$ cat src/rtl/sram_1rw_responder.sv
// sram_1rw_responder: single-port 1RW SRAM model answering an initiator's ram_* bus.
// Optional power-on clear sequence: define SRAM_RESP_CLEAR_EN.
// Ports:
//   clk, rst_n           clock and synchronous active-low reset
//   ram_csb0, ram_web0   active-low chip select and write enable
//   ram_wmask0           byte write mask
//   ram_addr0, ram_din0  word address and write data
//   ram_dout0            registered read data
//   busy                 clear sequence running
//   err                  sticky error (out-of-range or request while busy)
//   rd_count, wr_count   saturating counts of accepted reads/writes
module sram_1rw_responder #(
  parameter int DEPTH  = 32,
  parameter int ADDR_W = 9
) (
  input  logic              clk,
  input  logic              rst_n,
  input  logic              ram_csb0,
  input  logic              ram_web0,
  input  logic [3:0]        ram_wmask0,
  input  logic [ADDR_W-1:0] ram_addr0,
  input  logic [31:0]       ram_din0,
  output logic [31:0]       ram_dout0,
  output logic              busy,
  output logic              err,
  output logic [15:0]       rd_count,
  output logic [15:0]       wr_count
);

  localparam int IW = $clog2(DEPTH);
  localparam logic [ADDR_W:0] LIMIT = (ADDR_W+1)'(DEPTH);

  logic [31:0]   mem [DEPTH];
  logic [IW-1:0] idx;
  logic          in_range;
  logic          req;
  logic          rd_ok;
  logic          wr_ok;

  assign idx      = ram_addr0[IW-1:0];
  assign in_range = {1'b0, ram_addr0} < LIMIT;
  assign req      = rst_n && !ram_csb0 && !busy;
  assign rd_ok    = req && in_range && ram_web0;
  assign wr_ok    = req && in_range && !ram_web0;

`ifdef SRAM_RESP_CLEAR_EN
  typedef enum logic {
    IDLE,
    CLEAR
  } state_t;

  localparam logic [IW-1:0] LAST = IW'(DEPTH - 1);

  state_t        state;
  logic [IW-1:0] ptr;

  always_ff @(posedge clk) begin
    if (!rst_n) begin
      state <= CLEAR;
      ptr   <= '0;
    end else if (state == CLEAR) begin
      ptr <= ptr + IW'(1);
      if (ptr == LAST)
        state <= IDLE;
    end
  end

  assign busy = (state == CLEAR);
`else
  assign busy = 1'b0;
`endif

  // Memory has no reset; only the clear sequence may zero it.
  always_ff @(posedge clk) begin
`ifdef SRAM_RESP_CLEAR_EN
    if (rst_n && state == CLEAR)
      mem[ptr] <= '0;
    else
`endif
    if (wr_ok) begin
      for (int b = 0; b < 4; b++)
        if (ram_wmask0[b])
          mem[idx][8*b +: 8] <= ram_din0[8*b +: 8];
    end
  end

  always_ff @(posedge clk) begin
    if (!rst_n) begin
      ram_dout0 <= '0;
      err       <= 1'b0;
      rd_count  <= '0;
      wr_count  <= '0;
    end else if (!ram_csb0) begin
      if (busy || !in_range)
        err <= 1'b1;
      if (!busy && !in_range && ram_web0)
        ram_dout0 <= '0;
      if (rd_ok) begin
        ram_dout0 <= mem[idx];
        if (rd_count != 16'hFFFF)
          rd_count <= rd_count + 16'd1;
      end
      if (wr_ok && wr_count != 16'hFFFF)
        wr_count <= wr_count + 16'd1;
    end
  end

endmodule

$ cat config.mk
export PLATFORM = sky130hd
export DESIGN_NAME = sram_1rw_responder
export DESIGN_NICKNAME = d
export VERILOG_FILES = /design/src/rtl/sram_1rw_responder.sv
export SDC_FILE = /design/constraint.sdc
export NUM_CORES = 1
export LEC_CHECK = 0
export BUFFER_PORTS_ARGS = -buffer_cell sky130_fd_sc_hd__buf_2
export CORE_ASPECT_RATIO = 1.1
export CORE_MARGIN = 2
export CORE_UTILIZATION = 35
export CTS_CLUSTER_SIZE = 20
export DETAILED_ROUTE_END_ITERATION = 12
export HOLD_SLACK_MARGIN = 0.02
export MAX_ROUTING_LAYER = met4
export PLACE_DENSITY = 0.49
export REMOVE_ABC_BUFFERS = 1
export SLEW_MARGIN = 10
export SYNTH_ARGS = -nofsm -noshare
export SYNTH_HDL_FRONTEND = slang
export SYNTH_SLANG_ARGS = --single-unit
$ cat constraint.sdc
create_clock -name clk -period 2.4 [get_ports clk]
set_input_delay 0.36 -clock clk [delete_from_list [all_inputs] [get_ports clk]]
set_output_delay 0.36 -clock clk [all_outputs]
set_load 0.01 [all_outputs]
### After elaboration in Yosys (flattened, before gate mapping)

Memory sizes are Yosys's and may differ from the RTL's.
Cells that the tools add are included.

* add/subtract/negate cells: 2
* magnitude comparators: 1
* eq/ne operators: 2
* muxes and demuxes: 14
* bitwise logic cells: 2
* reductions and logical operators: 14

Operators by type and width (number)
* $mux W32: 2
* $add A16 B1 Y16 const B: 2
* $ne A16 B16 Y1 const B: 2
* $mux W1: 12
* $lt A9 B6 Y1 const B: 1
* $logic_and A1 B1 Y1: 6
* $reduce_and A2 Y1: 3
* $logic_not A1 Y1: 3
* $reduce_and A3 Y1: 1
* $not A1 Y1: 2
* $reduce_bool A2 Y1: 1

* register bits: 65
* RAM bits: 1024
* input bits: 49
* output and inout bits: 66
* word-level logic and storage cells: 40
* memories: 1

Memory list
* mem: depth 32, bits a word 32, rd ports 1, clocked after memory_dff 0, wr ports 1, RTL line 33 `logic [31:0] mem [DEPTH];`

### Logic depth before layout (Yosys ltp)

Gate-level depths: netlist of run 1.

* depth after elaboration: 6
* depth in mapped cells: 9
* mapped depth without buffers: 6

### Least setup slack after synthesis of run 1

No wires, ideal clock.

* path kind: input -> register
* start: in ram_addr0[1]
* end: mem mem[6][0], enable pin
* setup time: 0.370 ns
* arrival time: 2.106 ns
* required time: 2.030 ns
* setup slack: -0.076 ns
* stages on the path: 7
* buffers on the path: 4
* cell sequence: clkbuf_1 clkbuf_1 buf_1 nor2b_1 clkbuf_1 nand3_1 nor2_1

* longest elaborated chain between the ends: 5

Ends and longest elaborated chain
* start: declaration: RTL line 21 `input logic [ADDR_W-1:0] ram_addr0,`
* $lt A9 B6 Y1: RTL line 41 `assign in_range = {1'b0, ram_addr0} < LIMIT;`
* $logic_and A1 B1 Y1 (2 in series): RTL line 44 `assign wr_ok = req && in_range && !ram_web0;`
* $mux W1: RTL line 80 `if (wr_ok) begin`
* $mux W1 (implied by the code): RTL line 83 `mem[idx][8*b +: 8] <= ram_din0[8*b +: 8];`
* end: declaration: RTL line 33

Parallel ways exist; a longest one is shown, timed or not.

### Worst setup path after layout of run 1

* start: in ram_csb0
* end: mem mem[19][4], enable pin

* longest elaborated chain between the ends: 6

Ends and longest elaborated chain
* start: declaration: RTL line 18 `input logic ram_csb0,`
* $logic_not A1 Y1
* $logic_and A1 B1 Y1: RTL line 42 `assign req = rst_n && !ram_csb0 && !busy;`
* $logic_and A1 B1 Y1 (2 in series): RTL line 44
* $mux W1: RTL line 80
* $mux W1 (implied by the code): RTL line 83

Every way passes these cells.

==> flow_summary_export.csv, run 1 <==
group,metric,value,unit
global_routing,use_met3,2.460,%
clock_tree,cts-resized-gates,0,
timing,setup_violations,0,
place,port_buffers,113,
worst_setup_path,endpoint_kind,"flip-flop",
place,placed_area,0.04697,mm2
clock_tree,clock-sinks,1089,
global_routing,grt_use_total,20.09,%
timing,min_period_over_period,97.50,%
global_routing,grt_max_degree,44,
worst_setup_path,worst-setup-path-type,"input pin to flip-flop",
run_status,status,"finished, final reports clean",
routing,drc,0,
global_routing,use_met2,33.07,%
routing,drt_wl_total,120600,um
global_routing,grt_overflow,0,
routing,via_per_inst,5.257,
global_routing,antenna_found_initial,6,
worst_setup_path,r2r_end,"ram_dout0[7]",
global_routing,grt_pass1_vias,24250,
hold_path,worstHoldPathType,"input pin to flip-flop",
logic_synthesis,synth_seq_cells,1089,
hold_path,hp-start,"ram_din0[30]",
logic_synthesis,ys.flop_type,"edfxtp_1",
clock_tree,postCtsSetupRepairBufs,0,
clock_tree,cts_tree,"built",
power_and_ir_drop,leakagePower,18.29,nW
clock_tree,cts.clk_slew.worst_paths,0.06,ns
power_and_ir_drop,ir_drop,0.6360,mV
die,io-pin-count,115,
timing,timing.fmax,427.3,MHz
logic_synthesis,avgSynthCellArea,16.87,um2
timing,final_hold_viol_count,0,
place,dp_cells,4333,
hold_path,whs_path_depth,1,
routing,drtAntennaViolNets,0,
clock_tree,holdBufCountCts,3,
logic_synthesis,yosysSeqAreaShare,76.34,%
worst_setup_path,worstRegToRegCells,5,
die,row_count,133,
timing,finalCriticalPeriod,2.340,ns
clock_tree,cts-root-buf,"clkbuf_16",
die,chipWidth,334.2,um
timing,maxSlewViolCount,0,
die,dieArea,0.1227,mm2
timing,rsz0062_at_grt,"no",
finish,layout_common_cells,"1024 x edfxtp_1, 516 x mux2i_1, 293 x buf_4, 256 x o22ai_1, 157 x nor2_1",
routing,routedWlPerCell,26.50,um
power_and_ir_drop,p_total,40.54,mW
die,fp.dieH,367.2,um
routing,vias,23930,
global_routing,top_usage_layer,"met2",
logic_synthesis,synthesis.area,0.04198,mm2
timing,whs,0.1948,ns
finish,layout_commonest_cell,"edfxtp_1",
logic_synthesis,synthArstFlopShare,0,%
job,drv_cap,0,
timing,fin_skew,0.03323,ns
logic_synthesis,ys_types,46,
timing,setup_ws,0.05990,ns
routing,drt_first_pass_iters,7,
finish,fin_cells,4552,
worst_setup_path,rrSetupSlack,0.22,ns
clock_tree,cts_inserted_buffers,112,
power_and_ir_drop,p_per_area,797.2,mW/mm2
place,dpl.hpwl,79700,um
finish,fin_area,0.05085,mm2
clock_tree,clock_latency,0.72,ns
logic_synthesis,synthCells,2488,
finish,drive_gt1_share,21.30,%
clock_tree,htreeDepth,3,
timing,worst_pin_slew,0.9502,ns
place,gp_congestion,0.8603,
finish,finalNetCount,2949,
clock_tree,cts_max_path_buffers,3,
logic_synthesis,yosys_warnings,0,
worst_setup_path,arrival,2.76,ns
die,design.core.area,0.1193,mm2
timing,maxSlewHeadroom,36.07,%
finish,fill_cells,10530,
die,start_util,35.19,%
finish,synthToLayoutAreaGrowth,21.12,%
hold_path,min_to,"mem[4][30]",
routing,drtIter0Drc,2150,
logic_synthesis,synth_edf_count,1024,
worst_setup_path,cp_max_fo,32,
worst_setup_path,start_kind,"input pin",
worst_setup_path,r2r-start,"mem[9][7]",
global_routing,met1_usage,26.15,%
place,dp_slack,-0.5646,ns
worst_setup_path,required,2.82,ns
global_routing,grt_pass1_wl,173400,um
[worst max path at each step]
stage | from | endpoint | depth (start not counted)
2_1_floorplan | ram_addr0[8] | rd_count[15] | 5
3_3_place_gp | ram_addr0[1] | ram_dout0[5] | 7
3_5_place_dp | ram_addr0[0] | ram_dout0[1] | 9
4_1_cts | mem[14][5] | ram_dout0[5] | 5
5_1_grt | rd_count[2] | rd_count[7] | 5
6_report | ram_csb0 | mem[19][4] | 8
[critical path, cell delays in order]
cell           delay [ns]
dlygate4sd3_1        0.52
buf_2                0.13
inv_1                0.18
and4_1               0.59
nand2_1              0.18
buf_12               0.21
nor2_1               0.30
buf_4                0.25
[per-stage QoR]
step,util (%),setup TNS [ns]
floorplan,-,-37.40
global placement,39.36,-176.28
detailed placement,39.36,-191.31
CTS,42.61,0
global route,42.61,0
finish,42.62,0
[sequential cells by signal (all words and copies together), names as in the netlist]
signal and flops:
ram_dout0 32, wr_count 16, err 1, rd_count 16, mem 1024
[synthesized netlist by cell type (all sizes together) (8+ instances only)]
master	instances	area (um2)
o22ai	256	1602
clkbuf	114	427.9
a21o	32	240.2
inv	9	33.78
a21oi	42	210.2
or3	8	50.05
edfxtp	1024	30750
o21ai	9	45.04
xnor2	14	122.6
buf	40	177.7
mux2i	516	5165
nor4	72	471.7
nor2	157	589.3
dfxtp	65	1301
nand3	13	65.06
nand4	12	81.33
nand2	48	180.2
[power by group]
| part | leakage [nW] | internal, mW | switching (mW) |
|---|---|---|---|
| Combinational | 6.68 | 0.617 | 1.09 |
| Sequential | 9.72 | 20.8 | 0.00446 |
| Clock | 1.88 | 10.8 | 7.28 |
| Total | 18.3 | 32.2 | 8.38 |
[layer usage]
metal  share of wire (%)  vias to the layer above
met5                   0                        -
met2                  50                      693
met4                 2.4                        0
met3                 4.3                      165
met1                  43                    12330
li1                    -                    10740
[cell type report]
class                   count  area [um2]  share of cell area (%)
multi-input cells        1236        9343                   18.37
clock inverters            65       747.0                   1.469
diodes                      5       12.51                 0.02461
repair buffers            450        3626                   7.131
inverters                   9       33.78                 0.06644
clock buffers             146        3094                   6.085
flip-flops and latches   1089       32050                   63.03
well taps                1552        1942                   3.819
[kinds of logic (layout without fill, tap and decap cells)]
| kind of cell | count (synthesis) | after routing | share of synthesized area (%) |
|---|---|---|---|
| DFF | 1089 | 1089 | 76.34 |
| muxes | 516 | 516 | 12.30 |
| and+or+nand+nor | 352 | 352 | 4.229 |
| AOI/OAI and AO/OA | 347 | 347 | 5.156 |
| buffers and inverters | 163 | 670 | 1.523 |
| xor gates and xnor gates | 18 | 18 | 0.3755 |
| adders and majority gates | 2 | 2 | 0.05960 |
| other | 1 | 6 | 0.008933 |
Note: power is estimated with default switching activity, not from simulation.
==> inputs of run 2 (changes only) <==
--- a/config.mk
+++ b/config.mk
@@ -5,8 +5,9 @@
 export SDC_FILE = /design/constraint.sdc
 export NUM_CORES = 1
 export LEC_CHECK = 0
+export ABC_AREA = 0
+export ABC_CLOCK_PERIOD_IN_PS = 2400
 export BUFFER_PORTS_ARGS = -buffer_cell sky130_fd_sc_hd__buf_2
-export CORE_ASPECT_RATIO = 1.1
 export CORE_MARGIN = 2
 export CORE_UTILIZATION = 35
 export CTS_CLUSTER_SIZE = 20
==> run 2 against run 1 <==
  * Hold slack improved by 0.037 ns
  * Die area about the same
  * Maximum frequency is 1.1% higher
  * Design area grew 0.55%
  * Critical path depth grew 1
  * Clock power is essentially flat
  * Core utilization rose by 0.17 points
  * Non-clock buffer count rose by 12
  * Worst setup slack gained 0.025 ns
  * Global-route usage shrank 0.095 points
  * Sequential power hardly changed
  * Critical path type unchanged
  * Largest power group unchanged
==> flow_summary_export.csv, run 2 (same netlist as run 1, synthesis figures left out) <==
group,metric,value,unit
power_and_ir_drop,leakagePower,18.40,nW
timing,setup_tns,0,ns
place,dp_slack,-0.6424,ns
clock_tree,cts-resized-gates,0,
finish,top_register,"mem",
die,fp.dieH,350.3,um
routing,drtIter0Drc,2234,
worst_setup_path,rrSetupSlack,0.26,ns
finish,layout_commonest_cell,"edfxtp_1",
clock_tree,postCtsSetupRepairBufs,0,
die,start_util,35.13,%
routing,routedWlPerCell,26.05,um
finish,largestRegisters,"mem x1024, ram_dout0 x32",
worst_setup_path,crit_chain,"buf_8 > buf_12 > buf_4 > buf_4 > mux2i_1 > o22ai_1 > nor4_1 > a21oi_1 > a21o_1",
timing,setup_ws,0.08483,ns
timing,worst_pin_slew,0.9057,ns
global_routing,grt_pass1_vias,23790,
die,chipWidth,350.3,um
finish,layout_common_cells,"1024 x edfxtp_1, 516 x mux2i_1, 301 x buf_4, 256 x o22ai_1, 157 x nor2_1",
timing,finalCriticalPeriod,2.315,ns
place,gp_congestion,0.8803,
place,placed_area,0.04717,mm2
die,dieArea,0.1227,mm2
finish,final_util,42.79,%
die,io-pin-count,115,
global_routing,grt_pass1_wl,171400,um
worst_setup_path,cpLargestDelayFamily,"buffers and inverters",
clock_tree,cts_inserted_buffers,112,
worst_setup_path,path_common_cell,"buf_4",
worst_setup_path,required,2.99,ns
timing,timing.fmax,431.9,MHz
timing,whs,0.2318,ns
die,design.core.area,0.1195,mm2
timing,maxSlewHeadroom,39.06,%
clock_tree,cts_max_path_buffers,3,
worst_setup_path,slowest_delay,0.79,ns
finish,drive_gt1_share,21.64,%
worst_setup_path,start_kind,"input pin",
global_routing,grt_use_total,19.99,%
clock_tree,clock_latency,0.69,ns
finish,largest_reg_flops,1024,
run_status,status,"finished, final reports clean",
clock_tree,htreeDepth,3,
hold_path,worstHoldPathType,"input pin to flip-flop",
global_routing,grt_max_degree,47,
timing,maxSlewViolCount,0,
place,port_buffers,113,
worst_setup_path,worstPathBufferInverterCount,4,
clock_tree,cts.clk_slew.worst_paths,0.07,ns
timing,rsz0062_at_grt,"no",
routing,drt_first_pass_iters,6,
global_routing,grt_overflow,0,
timing,min_period_over_period,96.47,%
finish,synthToLayoutAreaGrowth,21.79,%
worst_setup_path,arrival,2.91,ns
finish,fin_area,0.05113,mm2
worst_setup_path,critical_path.slowest_cell,"nor4_1",
finish,finalNetCount,2961,
routing,drc,0,
routing,via_per_inst,5.148,
worst_setup_path,endpoint_kind,"flip-flop",
job,drv_cap,0,
place,dpl.hpwl,79690,um
routing,drtAntennaViolNets,0,
timing,setup_violations,0,
clock_tree,cts_tree,"built",
power_and_ir_drop,p_per_area,799.3,mW/mm2
die,row_count,127,
timing,final_hold_viol_count,0,
clock_tree,clock-sinks,1089,
global_routing,antenna_found_initial,3,
timing,fin_skew,0.02029,ns
worst_setup_path,cp_max_fo,27,
worst_setup_path,worst-setup-path-type,"input pin to flip-flop",
power_and_ir_drop,ir_drop,0.5481,mV
routing,drt_wl_total,120400,um
clock_tree,cts-root-buf,"clkbuf_16",
routing,vias,23780,
[run 2: changes by cell type in the layout (fill, tap and decap cells not counted), sizes merged]
cell / delta
buf: +12
bufinv: +3
clkbuf: +4
clkinv: -13
clkinvlp: +2
diode: -1
inv: +1
[run 2: metal layers]
metal	up-vias	part of all wire [%]	routed length, um	track usage [%]
met3	128	5.2	6287	2.789
met2	664	48	58250	32.04
li1	10730	-	-	-
met4	0	2.0	2426	5.247
met5	-	0	0	-
met1	12260	44	53400	26.82
[run 2: timing repair]
| item | CTS | global route |
|---|---|---|
| hold buffers | 3 | 0 |
| endpoints found under the hold margin | 5 | 0 |
| setup endpoints to repair | 0 | 0 |
[run 2: stage by stage]
| stage | power, mW | instances |
|---|---|---|
| 2_1_floorplan | 21.70 | 2334 |
| 3_3_place_gp | 22.88 | 4405 |
| 3_5_place_dp | 22.91 | 4405 |
| 4_1_cts | 41.24 | 4616 |
| 5_1_grt | 42.07 | 4618 |
| 6_report | 40.87 | 4620 |
[run 2: layout make-up]
type / count / area (um2)
inverter: 9 / 33.78
clock buffer: 150 / 3119
tap: 1612 / 2017
multi-input combinational: 1236 / 9334
fill: 10730 / 68370
clock inverter: 58 / 798.3
sequential: 1089 / 32050
antenna: 4 / 10.01
timing repair buffer: 462 / 3766
[run 2: worst paths after layout]
kind / startpoint / to / depth (start not counted)
min reg2reg: ram_dout0[17] / ram_dout0[17] / 1
max reg2reg: rd_count[0] / rd_count[11] / 6
min: ram_din0[31] / mem[14][31] / 1
max: ram_addr0[1] / ram_dout0[18] / 9
[run 2: where the power goes]
group | internal (mW) | switching, mW | total, mW | leakage (nW)
Clock | 11.1 | 7.23 | 18.4 | 1.91
Combinational | 0.626 | 1.10 | 1.73 | 6.77
Sequential | 20.8 | 0.00506 | 20.8 | 9.72
==> inputs of run 3 (changes only) <==
--- a/config.mk
+++ b/config.mk
@@ -8,7 +8,6 @@
 export ABC_AREA = 0
 export ABC_CLOCK_PERIOD_IN_PS = 2400
 export BUFFER_PORTS_ARGS = -buffer_cell sky130_fd_sc_hd__buf_2
-export CORE_MARGIN = 2
 export CORE_UTILIZATION = 35
 export CTS_CLUSTER_SIZE = 20
 export DETAILED_ROUTE_END_ITERATION = 12
@@ -16,6 +15,7 @@
 export MAX_ROUTING_LAYER = met4
 export PLACE_DENSITY = 0.49
 export REMOVE_ABC_BUFFERS = 1
+export SKIP_CTS_REPAIR_TIMING = 1
 export SLEW_MARGIN = 10
 export SYNTH_ARGS = -nofsm -noshare
 export SYNTH_HDL_FRONTEND = slang
==> run 3 against run 2 <==
  * Via count fell by 0.28%
  * Design area fell by 1.4%
  * Critical path type unchanged
  * Largest cell class unchanged
  * Sequential cell count did not move
  * Combinational power fell by 4%
  * Worst setup slack improved by 0.097 ns
  * Non-clock buffer count fell by 63
==> flow_summary_export.csv, run 3 (same netlist as run 1, synthesis figures left out) <==
group,metric,value,unit
place,placed_area,0.04669,mm2
timing,fin_skew,0.02960,ns
finish,top_register,"mem",
worst_setup_path,path_common_cell,"buf_4",
finish,fin_area,0.05043,mm2
routing,dr_wl_met3,5441,um
die,row_count,126,
worst_setup_path,r2r-start,"rd_count[7]",
timing,min_period_over_period,92.41,%
clock_tree,htreeDepth,3,
routing,drt_first_pass_iters,5,
place,gp_congestion,0.8668,
clock_tree,cts_tree,"built",
finish,finalNetCount,2897,
worst_setup_path,start_kind,"input pin",
worst_setup_path,rrSetupSlack,0.32,ns
finish,layout_common_cells,"1024 x edfxtp_1, 516 x mux2i_1, 256 x o22ai_1, 239 x buf_4, 157 x nor2_1",
finish,diodes,0,
routing,drc,0,
finish,layout_commonest_cell,"edfxtp_1",
worst_setup_path,arrival,2.79,ns
power_and_ir_drop,p_int,31.70,mW
routing,routedWlPerCell,26.07,um
worst_setup_path,slowest_delay,0.84,ns
worst_setup_path,worst-setup-path-type,"input pin to flip-flop",
worst_setup_path,cp_max_fo,17,
timing,maxSlewViolCount,0,
clock_tree,cts_inserted_buffers,111,
clock_tree,clock-sinks,1089,
timing,setup_violations,0,
routing,drtAntennaViolNets,0,
hold_path,min_to,"err",
routing,dr_wl_met2,57050,um
global_routing,grt_use_total,19.86,%
routing,via_per_inst,5.224,
global_routing,grt_pass1_vias,23590,
timing,setup_tns,0,ns
power_and_ir_drop,p_total,39.96,mW
power_and_ir_drop,leakagePower,18.02,nW
routing,drtIter0Drc,2029,
clock_tree,cts_max_path_buffers,3,
hold_path,worstHoldPathType,"input pin to flip-flop",
timing,setup_ws,0.1822,ns
worst_setup_path,r2r_end,"rd_count[13]",
worst_setup_path,worstRegToRegCells,5,
die,io-pin-count,115,
clock_tree,cts-root-buf,"clkbuf_16",
global_routing,grt_overflow,0,
finish,largest_reg_flops,1024,
worst_setup_path,critical_path.slowest_cell,"nor4_1",
clock_tree,cts.clk_slew.worst_paths,0.06,ns
global_routing,antenna_found_initial,0,
hold_path,whs_path_depth,6,
routing,m1WireLength,53590,um
place,port_buffers,113,
place,dp_slack,-0.5448,ns
clock_tree,clock_latency,0.70,ns
routing,drt_wl_total,118400,um
power_and_ir_drop,p_per_area,792.4,mW/mm2
run_status,status,"finished, final reports clean",
die,chipWidth,348.3,um
power_and_ir_drop,combPwrFrac,4.2,%
job,drv_cap,0,
die,fp.dieH,348.3,um
worst_setup_path,crit_chain,"buf_2 > buf_4 > nand4b_1 > buf_12 > buf_4 > o22ai_1 > nor4_1 > a21oi_1 > a21o_1",
power_and_ir_drop,power_frac_seq,52.0,%
power_and_ir_drop,ir_drop,0.6233,mV
timing,maxSlewHeadroom,36.92,%
routing,highest_layer,"met4",
hold_path,hp-start,"ram_addr0[5]",
routing,vias,23720,
place,dp_cells,4331,
power_and_ir_drop,p_switching,8.266,mW
finish,drive_gt1_share,19.66,%
global_routing,grt_max_degree,45,
timing,timing.fmax,450.9,MHz
timing,finalCriticalPeriod,2.218,ns
die,start_util,35.41,%
global_routing,grt_pass1_wl,169400,um
finish,fin_cells,4540,
worst_setup_path,endpoint_kind,"flip-flop",
worst_setup_path,required,2.97,ns
power_and_ir_drop,switching_share,20.68,%
die,dieArea,0.1213,mm2
timing,worst_pin_slew,0.9376,ns
place,dpl.hpwl,76910,um
finish,synthToLayoutAreaGrowth,20.13,%
power_and_ir_drop,p_clk_share,43.9,%
timing,final_hold_viol_count,0,
finish,largestRegisters,"mem x1024, ram_dout0 x32",
die,design.core.area,0.1186,mm2
timing,rsz0062_at_grt,"no",
-- run 3: cell types whose count changed in the layout (fill, tap and decap cells not counted), sizes merged --
cell,previous run,this run
buf,459,397
bufinv,19,15
clkbuf,150,138
clkinv,27,46
clkinvlp,7,2
diode,4,0
dlygate4sd3,3,2
inv,14,15
-- run 3: power by group through the flow --
stage / clock (mW) / combinational, mW / sequential, mW
after floorplan: 0 / 0.530 / 21.2
after global placement: 0 / 1.65 / 21.2
after detailed placement: 0 / 1.68 / 21.2
after CTS: 17.9 / 1.68 / 20.8
after global routing: 18.6 / 1.76 / 20.8
final: 17.5 / 1.66 / 20.8
-- run 3: how the worst max path moves through the flow --
stage	startpoint	end	slack [ns]
2_1_floorplan	ram_addr0[8]	rd_count[15]	-0.23
3_3_place_gp	ram_addr0[1]	ram_dout0[2]	-0.56
3_5_place_dp	ram_addr0[1]	ram_dout0[2]	-0.54
4_1_cts	ram_addr0[1]	ram_dout0[2]	0.18
5_1_grt	rd_count[10]	rd_count[11]	0.12
6_report	ram_addr0[0]	ram_dout0[1]	0.18
-- run 3: layout make-up --
| class | count | area, um2 |
|---|---|---|
| Tap cell | 1600 | 2002 |
| Timing Repair Buffer | 399 | 3291 |
| Clock buffer | 138 | 2960 |
| Multi-Input combinational cell | 1236 | 9334 |
| Clock inverter | 69 | 762.0 |
| Fill cell | 10630 | 68120 |
| Inverter | 9 | 33.78 |
| Sequential cell | 1089 | 32050 |
-- run 3: per-layer routing --
| metal | vias to the layer above | GRT usage [%] |
|---|---|---|
| met1 | 12330 | 27.15 |
| li1 | 10600 | - |
| met5 | - | - |
| met2 | 650 | 31.59 |
| met3 | 140 | 2.356 |
| met4 | 0 | 4.891 |
-- run 3: per-stage QoR --
| step | util (%) | hold WS [ns] |
|---|---|---|
| final | 42.54 | 0.1793 |
| after global routing | 42.54 | 0.1765 |
| after CTS | 42.52 | -0.07865 |
| after detailed placement | 39.38 | 0.4366 |
| after global placement | 39.38 | 0.4333 |
| after floorplan | - | 0.4589 |
-- run 3: worst max-delay path, delay by kind of cell --
family / cells / cell delay (ns)
simple gates: 2 / 1.02
buf+inv: 4 / 0.85
compound gates: 3 / 0.54
